<file path="src/rtl/alu_cmd_sequencer.sv">
// alu_cmd_sequencer: serialised command front-end for the 8-bit alu with register-file writeback.
// Optional sticky carry/C flags are built when ALU_CMD_SEQ_STICKY_FLAGS_EN is defined.
module alu_cmd_sequencer #(
    parameter int          NUM_REGS  = 4,
    parameter int          REG_AW    = 2,
    parameter logic [7:0]  RESET_VAL = 8'h00
) (
    input  logic              clk,
    input  logic              rst,
    input  logic              cmd_valid,
    output logic              cmd_ready,
    input  logic [2:0]        cmd_op,
    input  logic [REG_AW-1:0] cmd_srca,
    input  logic [REG_AW-1:0] cmd_srcb,
    input  logic              cmd_imm_en,
    input  logic [7:0]        cmd_imm,
    input  logic [REG_AW-1:0] cmd_dst,
    output logic [7:0]        alu_A,
    output logic [7:0]        alu_B,
    output logic [2:0]        alu_opCode,
    input  logic [7:0]        alu_Out,
    input  logic              alu_Carry_out,
    input  logic              alu_C_flag,
    output logic              res_valid,
    input  logic              res_ready,
    output logic [7:0]        res_data,
    output logic              res_carry,
    output logic              res_cflag,
    output logic [REG_AW-1:0] res_dst,
`ifdef ALU_CMD_SEQ_STICKY_FLAGS_EN
    input  logic              sticky_clr,
    output logic              sticky_carry,
    output logic              sticky_cflag,
`endif
    input  logic [REG_AW-1:0] dbg_addr,
    output logic [7:0]        dbg_data
);
    typedef enum logic [1:0] {IDLE, EXEC, RESP} state_t;
    state_t state, state_nx;
    logic [7:0] regs [NUM_REGS];
    logic [REG_AW-1:0] dst;
    always_ff @(posedge clk or posedge rst)
        if (rst) state <= IDLE;
        else     state <= state_nx;
    always_comb begin
        state_nx = state;
        state_nx = state == IDLE ? (cmd_valid ? EXEC : IDLE) :
                   state == EXEC ? RESP :
                   (res_ready ? IDLE : RESP);
    end
    assign cmd_ready = state == IDLE;
    assign dbg_data  = regs[dbg_addr];
    // operands are captured at accept, so a source equal to dst sees the pre-write value
    always_ff @(posedge clk or posedge rst) begin
        if (rst) begin
            for (int i = 0; i < NUM_REGS; i++) regs[i] <= RESET_VAL;
            alu_A      <= '0;
            alu_B      <= '0;
            alu_opCode <= '0;
            dst        <= '0;
            res_valid  <= 1'b0;
            res_data   <= '0;
            res_carry  <= 1'b0;
            res_cflag  <= 1'b0;
            res_dst    <= '0;
        end else begin
            if (state == IDLE && cmd_valid) begin
                alu_A      <= regs[cmd_srca];
                alu_B      <= cmd_imm_en ? cmd_imm : regs[cmd_srcb];
                alu_opCode <= cmd_op;
                dst        <= cmd_dst;
            end
            if (state == EXEC) begin
                regs[dst] <= alu_Out;
                res_data  <= alu_Out;
                res_carry <= alu_Carry_out;
                res_cflag <= alu_C_flag;
                res_dst   <= dst;
                res_valid <= 1'b1;
            end
            if (state == RESP && res_ready) res_valid <= 1'b0;
        end
    end
`ifdef ALU_CMD_SEQ_STICKY_FLAGS_EN
    // a flag set on the EXEC edge wins over a simultaneous clear
    always_ff @(posedge clk or posedge rst) begin
        if (rst) begin
            sticky_carry <= 1'b0;
            sticky_cflag <= 1'b0;
        end else begin
            sticky_carry <= (state == EXEC && alu_Carry_out) ? 1'b1 : sticky_clr ? 1'b0 : sticky_carry;
            sticky_cflag <= (state == EXEC && alu_C_flag) ? 1'b1 : sticky_clr ? 1'b0 : sticky_cflag;
        end
    end
`endif
endmodule
</file>
<file path="config.mk">
export PLATFORM = sky130hd
export DESIGN_NAME = alu_cmd_sequencer
export DESIGN_NICKNAME = d
export VERILOG_FILES = /design/src/rtl/alu_cmd_sequencer.sv
export SDC_FILE = /design/constraint.sdc
export NUM_CORES = 1
export LEC_CHECK = 0
export CAP_MARGIN = 10
export CORE_AREA = 8 8 123 68
export CTS_CLUSTER_DIAMETER = 150
export DETAILED_ROUTE_END_ITERATION = 8
export DIE_AREA = 0 0 131 76
export PLACE_DENSITY = 0.82
export SETUP_SLACK_MARGIN = 0.3
export SYNTH_ARGS = -nofsm -noshare
export SYNTH_HDL_FRONTEND = slang
export SYNTH_SLANG_ARGS = --single-unit
</file>
<file path="constraint.sdc">
create_clock -name clk -period 2.7 [get_ports clk]
set_input_delay 0.405 -clock clk [delete_from_list [all_inputs] [get_ports clk]]
set_output_delay 0.405 -clock clk [all_outputs]
set_load 0.005 [all_outputs]
</file>
* Word-level counts from Yosys, hierarchy flattened
Index checks and enable logic that the tools add are counted.
** Word-level totals
- Flip-flop bits (word level) :: 68
- Bits of input ports :: 34
- Output and inout bits :: 41
- Logic and storage cells :: 49
** Operators by class
- Magnitude comparators :: 5
- Eq/ne operators :: 2
- Multiplexer cells :: 19
- Bitwise gates (word level) :: 4
- Reductions and logical operators :: 5
** Operators with widths (count)
- $mux W8 :: 8
- $bmux W8 S2 :: 3
- $bwmux W32 :: 1
- $demux W8 S2 :: 1
- $ge A3 B3 Y1 const B :: 4
- $not A2 Y3 :: 4
- $mux W2 :: 3
- $logic_and A1 B1 Y1 :: 3
- $lt A3 B1 Y1 const B :: 1
- $mux W1 :: 3
- $eq A2 B1 Y1 const B :: 1
- $eq A2 B2 Y1 const B :: 1
- $logic_not A2 Y1 :: 1
- $reduce_bool A2 Y1 :: 1

* Longest topological paths before layout
- Depth in word-level cells :: 6
- Depth in mapped cells :: 5
- Gate-level depth less buffers :: 3

* Worst setup path before layout
OpenSTA, ideal clock, no wires.
- Path type :: input port to output port
- From :: in dbg_addr[0]
- To :: out dbg_data[0]
- Arrival :: 1.165 ns
- Data required time :: 2.295 ns
- Path slack :: 1.130 ns
- Stages on the path :: 2
- Path buffers :: 1
- Cells stage by stage :: buf_2 > mux4_2
** Between the ends
- Cells in the longest elaborated chain, start to end :: 4
** Ends and longest elaborated chain
- start: declaration :: line 35 : input logic [REG_AW-1:0] dbg_addr,
- $not A2 Y3 (implied by the code) :: line 52 : assign dbg_data = regs[dbg_addr];
- $bmux W8 S2 :: line 52
- $mux W8 (implied by the code) (2 in series) :: line 52
- end: declaration :: line 36 : output logic [7:0] dbg_data
No other way between the ends. The select of a mux whose other input is x is not followed.

* Worst setup path in the final report
- From :: in dbg_addr[1]
- To :: out dbg_data[1]
The elaborated chain is that of the path after synthesis.

==> impl_metrics.ini <==
[run_status]
status = finished clean

[timing]
max_freq_ghz = 0.4835
slew_viol_final = 0
tightest_slew_ps = 612.1
rsz0062_at_grt = false
fin_crit_sh_pct = 76.60
tns_ps = 0
layout_min_cycle_time_ps = 2068
setup_viol = 0
slew_headroom_pct = 58.98
skew_ps = 4.922
final_hold_viol_count = 0

[logic_synthesis]
synth_top_family_by_area = multiplexers
synth_area_per_cell_sq_um = 15.90
synthesis.area_sq_um = 3196
synthSimpleGateAreaFrac_pct = 3.641
synth-compound-area-share_pct = 1.723
synth-xor-area-share_pct = 0
synth_cell_type_count = 19
synthMuxAreaShare_pct = 39.15
synth_fp_nets = 235
ys_seq_area_share_pct = 53.25
synth_warnings = 0
synthAdderAreaFrac_pct = 0
synth-seq-cells = 68
synthCells = 201

[global_route]
grt_usage_pct = 16.53
grt-ovfl-total = 0
antenna_found_initial = 0
grt_pass1_wl_mm = 12.37
grt_max_degree = 69
grt_pass1_vias = 2211

[die]
core_area_sq_um = 6854
die_area_sq_um = 9956
rows = 22
dieHeight_microns = 76
num_io_pins = 75
fp.dieW_microns = 131
initial_core_util_pct = 46.62

[placement]
dp_hpwl_mm = 5.416
dpl.cell_count = 366
place_congestion = 0.7542
dpl-instance-area_sq_um = 4083
port_buffers = 74

[hold_path]
holdCritPathClass = input pin to asynchronous set/reset pin

[power_and_ir_drop]
p_sw_share_pct = 27.56
leakagePower_uw = 0.001858
powerDensity_nw_per_um2 = 1168
ir_drop_uv = 647.7
p_int_uw = 3758
clockPowerShare_pct = 26.5
comb_power_share_pct = 36.6
seqPwrFrac_pct = 36.9
power_switching_uw = 1430

[detailed_routing]
routed_wl_mm = 7.706
antenna_left = 0
via_per_inst = 5.367
drtIter0Drc = 155
drc_errors = 0
dr_total_vias = 2061
wl_per_cell_microns = 20.07
dr.pass1.iters = 4

[finish]
seqCellArea_sq_um = 1702
nNetsFinal = 317
layout_commonest_cell = dfrtp_1
syn2layout_area_growth_pct = 39.00
multi_input_area_sq_um = 1428
final.fill_count = 505
final_area_sq_um = 4442
final_util_pct = 64.80
stdcell_count = 384
n_antenna_cell = 0
final_cell_mix = dfrtp_1 (68), clkdlybuf4s50_1 (65), mux2_2 (56)
layout-drive-gt1-share_pct = 38.19

[cts]
cts.htree.levels = 3
clk_transition_reported_paths_ps = 60
numClockSinks = 68
root_buffer = clkbuf_16
cts_tree = yes
numCtsBuffers = 9
cts_buffer_depth = 2
insertion_delay_ps = 330

[worst_setup_path]
worstPathArrival_ps = 1660
start_kind = input pin
worstPathMaxFanout = 8
crit_type = input pin to output pin
r2r_cells = 3
cp.required_ps = 2300
cp-end-kind = output pin

[run]
drv_cap = 0
[synthesized netlist by cell type]
library cell	number	area share, %
buf_2	6	0.94
buf_6	1	0.35
mux4_2	24	17
mux2i_1	8	2.5
clkbuf_1	3	0.35
nor3b_4	1	0.59
nand3b_1	1	0.24
nor3_4	1	0.51
dfrtp_1	68	53
nand2_1	3	0.35
mux2_2	56	20
nand2b_1	1	0.20
nand4b_1	1	0.27
buf_1	3	0.35
nor2_2	1	0.20
a21oi_1	11	1.7
nor3b_1	1	0.24
nor2_1	9	1.1
inv_1	2	0.24
[power by group through the flow]
stage	combinational (uW)	clock, uW	sequential (uW)
2_1_floorplan	1040	0	1850
3_3_place_gp	1920	0	1910
3_5_place_dp	1960	0	1930
4_1_cts	1930	1400	1910
5_1_grt	2050	1440	2000
6_report	1900	1370	1920
[kinds of logic (layout without fill, tap and decap cells)]
logic type	after synthesis	in the layout
mux	88	88
flops	68	68
simple gates	19	19
buf+inv	15	102
compound gates	11	11
[critical path, cell delays in order]
cell	delay [ps]
clkdlybuf4s50_1	450
buf_4	190
mux4_2	320
dlygate4sd2_1	300
[layout make-up]
type / instances / share of cell area (%)
clock buffer: 12 / 5.775
clock inverter: 4 / 2.141
inverter: 2 / 0.1690
multi-input combinational: 118 / 32.14
sequential: 68 / 38.31
tap: 96 / 2.704
timing repair buffer: 84 / 18.76
[stage by stage]
step           hold slack (ps)  setup slack, ps  power [uW]
2_1_floorplan            471.1            583.5        2895
3_3_place_gp             466.0            239.8        3824
5_1_grt                  521.0            582.8        5488
4_1_cts                  489.3            318.9        5240
3_5_place_dp             479.5            230.2        3889
6_report                 477.3            631.8        5188
[per-layer routing]
metal | GRT usage [%] | up-vias | routed length [microns]
met2 | 21.63 | 92 | 3061
met5 | 0 | - | 0
met3 | 8.380 | 5 | 1026
met1 | 23.69 | 1040 | 3572
met4 | 3.413 | 0 | 46
li1 | - | 924 | -
[flip-flops by register name, summed over array words and instances (netlist names)]
| name | cells |
|---|---|
| alu_A | 8 |
| res_valid | 1 |
| regs | 32 |
| state | 2 |
| res_data | 8 |
| res_carry | 1 |
| res_cflag | 1 |
| res_dst | 2 |
| alu_opCode | 3 |
| dst | 2 |
| alu_B | 8 |
[worst paths after layout]
check | startpoint | end | slack, ps
max | dbg_addr[1] | dbg_data[1] | 630
min | rst | alu_B[2] | 480
max reg2reg | state[0] | regs[8] | 870
min reg2reg | res_dst[0] | res_dst[0] | 490
max in group asynchronous | rst | alu_A[6] | 1920
min in group clk | res_dst[0] | res_dst[0] | 490
[timing repair]
action	CTS	global route
endpoints found under the setup margin	8	4
setup buffers	2	0
hold buffers	0	0
resized for setup	8	1
(Power assumes the default switching activity.)
